[config.mk]
export PLATFORM = sky130hd
export DESIGN_NAME = pipeline_stall_ctrl
export DESIGN_NICKNAME = d
export VERILOG_FILES = /design/src/rtl/pipeline_stall_ctrl_pkg.sv /design/src/rtl/pipeline_stall_ctrl_load_use_detect.sv /design/src/rtl/pipeline_stall_ctrl.sv
export SDC_FILE = /design/constraint.sdc
export NUM_CORES = 1
export LEC_CHECK = 0
export CORE_MARGIN = 8
export CORE_UTILIZATION = 46
export CTS_CLUSTER_DIAMETER = 100
export CTS_CLUSTER_SIZE = 10
export DETAILED_ROUTE_END_ITERATION = 10
export GPL_ROUTABILITY_DRIVEN = 0
export GPL_TIMING_DRIVEN = 0
export PLACE_DENSITY = 0.79
export SLEW_MARGIN = 20
export SYNTH_ARGS = -nofsm -noshare
export SYNTH_HDL_FRONTEND = slang
export SYNTH_SLANG_ARGS = --single-unit
[constraint.sdc]
create_clock -name clk_i -period 2.85 [get_ports clk_i]
set_clock_uncertainty 0.2 [all_clocks]
set_input_delay 0.57 -clock clk_i [delete_from_list [all_inputs] [get_ports clk_i]]
set_output_delay 0.57 -clock clk_i [all_outputs]
set_load 0.01 [all_outputs]
[src/rtl/pipeline_stall_ctrl_pkg.sv]
// Shared types and constants for the pipeline stall/flush sequencer.
package pipeline_stall_ctrl_pkg;
  typedef enum logic [1:0] {
    IDLE    = 2'd0,
    MD_BUSY = 2'd1,
    MD_DONE = 2'd2
  } md_state_e;

  localparam logic [4:0] REG_ZERO       = 5'd0;
  localparam int         MD_LATENCY_DEF = 4;
endpackage

[src/rtl/pipeline_stall_ctrl_load_use_detect.sv]
// Load-use hazard compare: a load in EX writes a register the ID instruction reads.
module load_use_detect
  import pipeline_stall_ctrl_pkg::*;
(
  input  logic [4:0] IFID_regRs,
  input  logic [4:0] IFID_regRt,
  input  logic [4:0] IDEXE_regRd,
  input  logic       IDEXE_memRead,
  output logic       lu_o
);
  assign lu_o = IDEXE_memRead && (IDEXE_regRd != REG_ZERO) &&
                ((IDEXE_regRd == IFID_regRs) || (IDEXE_regRd == IFID_regRt));
endmodule

[src/rtl/pipeline_stall_ctrl.sv]
// Central stall/flush sequencer: load-use bubbles, taken-branch flushes and
// multi-cycle mul/div occupancy of EX, plus a saturating stall-cycle counter.
module pipeline_stall_ctrl
  import pipeline_stall_ctrl_pkg::*;
#(
  parameter int MD_LATENCY = MD_LATENCY_DEF,
  parameter int CNT_W      = 4,
  parameter int PERF_W     = 16
) (
  input  logic              clk_i,
  input  logic              rst_i,
  input  logic [4:0]        IFID_regRs,
  input  logic [4:0]        IFID_regRt,
  input  logic [4:0]        IDEXE_regRd,
  input  logic              IDEXE_memRead,
  input  logic              IDEXE_mdStart,
  input  logic              EX_branchTaken,
  output logic              PC_write,
  output logic              IFID_write,
  output logic              IFID_flush,
  output logic              IDEXE_bubble,
  output logic              IDEXE_hold,
  output logic              EXMEM_bubble,
  output logic              md_busy,
  output logic [PERF_W-1:0] stall_cnt
);
  // MD_BUSY runs md_cnt down to zero, so it is loaded with the busy length minus one.
  localparam logic [CNT_W-1:0] MD_START = CNT_W'((MD_LATENCY >= 3) ? (MD_LATENCY - 3) : 0);

  md_state_e         state_q, state_d;
  logic [CNT_W-1:0]  md_cnt_q, md_cnt_d;
  logic [PERF_W-1:0] stall_cnt_q, stall_cnt_d;
  logic              lu;

  load_use_detect u_lu (
    .IFID_regRs    (IFID_regRs),
    .IFID_regRt    (IFID_regRt),
    .IDEXE_regRd   (IDEXE_regRd),
    .IDEXE_memRead (IDEXE_memRead),
    .lu_o          (lu)
  );

  always_ff @(posedge clk_i) begin
    if (!rst_i) begin
      state_q     <= IDLE;
      md_cnt_q    <= '0;
      stall_cnt_q <= '0;
    end else begin
      state_q     <= state_d;
      md_cnt_q    <= md_cnt_d;
      stall_cnt_q <= stall_cnt_d;
    end
  end

  always_comb begin
    state_d      = state_q;
    md_cnt_d     = md_cnt_q;
    PC_write     = 1'b1;
    IFID_write   = 1'b1;
    IFID_flush   = 1'b0;
    IDEXE_bubble = 1'b0;
    IDEXE_hold   = 1'b0;
    EXMEM_bubble = 1'b0;
    md_busy      = 1'b0;
    if (rst_i) begin
      case (state_q)
        IDLE: begin
          if (IDEXE_mdStart) begin
            PC_write     = 1'b0;
            IFID_write   = 1'b0;
            IDEXE_hold   = 1'b1;
            EXMEM_bubble = 1'b1;
            md_busy      = 1'b1;
            if (MD_LATENCY == 2) begin
              state_d = MD_DONE;
            end else begin
              md_cnt_d = MD_START;
              state_d  = MD_BUSY;
            end
          end else if (EX_branchTaken) begin
            // The ID instruction is squashed, so a load-use match on it is moot.
            IFID_flush   = 1'b1;
            IDEXE_bubble = 1'b1;
          end else if (lu) begin
            PC_write     = 1'b0;
            IFID_write   = 1'b0;
            IDEXE_bubble = 1'b1;
          end
        end
        MD_BUSY: begin
          PC_write     = 1'b0;
          IFID_write   = 1'b0;
          IDEXE_hold   = 1'b1;
          EXMEM_bubble = 1'b1;
          md_busy      = 1'b1;
          if (md_cnt_q == '0) state_d = MD_DONE;
          else                md_cnt_d = md_cnt_q - 1'b1;
        end
        MD_DONE: begin
          // Final EX cycle; mdStart is still asserted by the same instruction.
          md_busy = 1'b1;
          state_d = IDLE;
        end
        default: state_d = IDLE;
      endcase
    end
  end

  assign stall_cnt_d = (!PC_write && (stall_cnt_q != {PERF_W{1'b1}})) ? stall_cnt_q + 1'b1
                                                                       : stall_cnt_q;
  assign stall_cnt   = stall_cnt_q;
endmodule

==> reports/results.tsv <==
stage	metric	value	unit
clocking	root_buffer	clkbuf_4	
drt	vias_per_cell	5.54	
sta	period_needed	2.79	ns
finish	final_cell_mix	23 x clkdlybuf4s50_1, 22 x dfxtp_1, 20 x nand2_1	
worst_setup_path	crit_family	buffers and inverters	
logic_synthesis	synthFlopType	dfxtp_1	
sta	drv_slew	0	
logic_synthesis	synthArstFlopShare	0	
worst_setup_path	crit_fanout	10	
placed_design	post-place-ws	-0.988	ns
clocking	ctsHoldBuffers	0	
worst_setup_path	critical_path.cell_chain	clkdlybuf4s50_1 -> inv_1 -> clkbuf_4 -> nor2_1 -> clkdlybuf4s50_1	
worst_setup_path	cpMostUsedCell	clkdlybuf4s50_1	
drt	post_drt_wl_per_cell	14.3	um
run_status	status	complete, no violations	
finish	antenna-diode-count	0	
finish	layout.nets	247	
die	initial_core_util	0.474	
drt	vias	1397	
clocking	clock_sinks	22	
worst_setup_path	start_kind	input pin	
logic_synthesis	synthCells	172	
logic_synthesis	syn_area	1410	sq um
worst_setup_path	arrival	2.02	ns
worst_setup_path	path_class	input pin to output port	
drt	ant_nets	0	
worst_setup_path	cpPeakStageDelay	0.56	ns
global_route	grt_pass1_vias	1352	
global_route	grt_pass1_wl	5950	um
logic_synthesis	synth_area_leader_cell	dfxtp_1	
sta	tightest_slew	0.658	ns
finish	layout-drive-gt1-share	0.137	
logic_synthesis	synth_area_leaders	dfxtp_1 31%, xor2_1 7.5%, mux2i_1 7.1%	
logic_synthesis	synth_seq_cells	22	
logic_synthesis	synth_top_area_share	0.312	
logic_synthesis	ys_seq_area_frac	0.312	
clocking	clk_latency	0.32	ns
worst_setup_path	required	2.08	ns
drt	wirelength	3610	um
power_and_ir_drop	totalPowerFinal	1.19	mW
logic_synthesis	yosysWarnings	0	
die	coreArea	2980	sq um
sta	grt_setup_unrepaired	false	
placed_design	hpwl	2740	um
run	maxCapViolations	0	
sta	max_freq	0.359	GHz
global_route	grt_max_degree	14	
power_and_ir_drop	powerDensity	612	nW/um^2
global_route	antenna_found_initial	0	
logic_synthesis	syn-num-nets	199	
clocking	numCtsBuffers	3	
die	dieArea	5090	sq um
die	die_w	71.4	um
sta	finalHoldWorstSlack	0.299	ns
clocking	cts_tree	done	
placed_design	port_buffers	42	
worst_setup_path	cp-end-kind	output port	
die	placementRows	20	
power_and_ir_drop	power_leakage	0.751	nW
clocking	h-tree-depth	1	
die	ios	43	
finish	final_common_cell	clkdlybuf4s50_1	
sta	maxSlewHeadroom	0.559	
global_route	grt_util_all_layers	0.140	
worst_setup_path	critPathBufInv	4	
finish	area_growth	38.1	%
drt	initialDrtViolationCount	80	
sta	worst_slack	0.0644	ns
logic_synthesis	synth.distinct_cells	36	
clocking	clock_path_buffers	2	
sta	hold_viol_final	0	
drt	drt_pass1_iterations	4	
die	die_h	71.4	um
worst_setup_path	cpMaxStageDelayCell	clkdlybuf4s50_1	
worst_hold_path	hp-class	register to register	
sta	setup_viol_count_final	0	
logic_synthesis	syn_area_per_cell	8.20	sq um
sta	finalCritPeriodShare	0.977	
clocking	path_clk_slew	0.14	ns
drt	drc_errors	0	
power_and_ir_drop	vdd_ir_drop_max	0.000338	V
logic_synthesis	synth_edf_count	0	
global_route	grt-ovfl-total	0	
## sequential cells by signal (all words and copies together), names as in the netlist
register   flops
md_cnt_q       4
stall_cnt     16
state_q        2
## stage by stage
step	setup TNS, ns	area (sq um)	std cells	utilization
floorplan	0	1410	172	-
CTS	-0.0425	1960	253	0.658
finish	0	1950	252	0.654
detailed placement	-3.92	1870	247	0.629
global route	0	1950	252	0.654
global placement	-3.12	1870	247	0.629
## Yosys cell counts, types with 5 or more instances
| library cell | number |
|---|---|
| inv_1 | 8 |
| nor3_1 | 7 |
| dfxtp_1 | 22 |
| nand2b_1 | 6 |
| xor2_1 | 12 |
| nand3_1 | 5 |
| nand4_1 | 5 |
| o21ai_0 | 5 |
| mux2i_1 | 10 |
| ha_1 | 7 |
| nand2_1 | 20 |
| a21oi_1 | 10 |
| nor2_1 | 14 |
| or4_1 | 5 |
## routing by layer
metal,wire length [um],vias up,share of wire,track usage
met5,0,-,0,0
met4,89,0,0.025,0.0693
met3,273,8,0.076,0.0391
met2,1630,61,0.45,0.229
met1,1620,628,0.45,0.163
li1,-,700,-,-
## cell families after synthesis
kind of cell	count (synthesis)	share of synthesized area
simple gates	76	0.300
fa+ha+maj	7	0.0621
buf+inv	18	0.0612
compound gates	27	0.119
xor+xnor	12	0.0745
flops	22	0.312
mux	10	0.0710
## power by group
part	switching (mW)	internal, mW
logic	0.311	0.257
registers	0.0346	0.345
clock network	0.102	0.142
total	0.447	0.744
## what timing repair did
| item | CTS | global route |
|---|---|---|
| buffers inserted | 2 | 0 |
| pin swaps | 8 | 2 |
| setup endpoints to repair | 6 | 3 |
| resized for setup | 48 | 4 |
## area by class of cell
| type | count | area (sq um) |
|---|---|---|
| Multi-Input combinational cell | 132 | 911 |
| Tap cell | 33 | 41.3 |
| Inverter | 8 | 30.0 |
| Timing Repair Buffer | 44 | 408 |
| Clock buffer | 3 | 22.5 |
| Clock inverter | 1 | 30.0 |
| Buffer | 9 | 63.8 |
| Fill cell | 254 | 1030 |
| Sequential cell | 22 | 440 |
## worst reg2reg max path, cell delays in order (launching register included)
cell and delay, ns:
dfxtp_1 0.33, inv_1 0.10, ha_1 0.15, clkbuf_1 0.25
nor2_1 0.11, nor2_1 0.24, nand2_1 0.16, buf_2 0.23
buf_2 0.20, o31ai_1 0.34, a21oi_1 0.11
## final timing paths
| path | startpoint | to | slack [ns] | cells past startpoint |
|---|---|---|---|---|
| max | rst_i | EXMEM_bubble | 0.06 | 5 |
| min | stall_cnt[5] | stall_cnt[5] | 0.30 | 2 |
| max reg2reg | state_q[1] | stall_cnt[8] | 0.31 | 10 |
| min reg2reg | stall_cnt[5] | stall_cnt[5] | 0.30 | 2 |
Power figures use the tool's default switching activity.
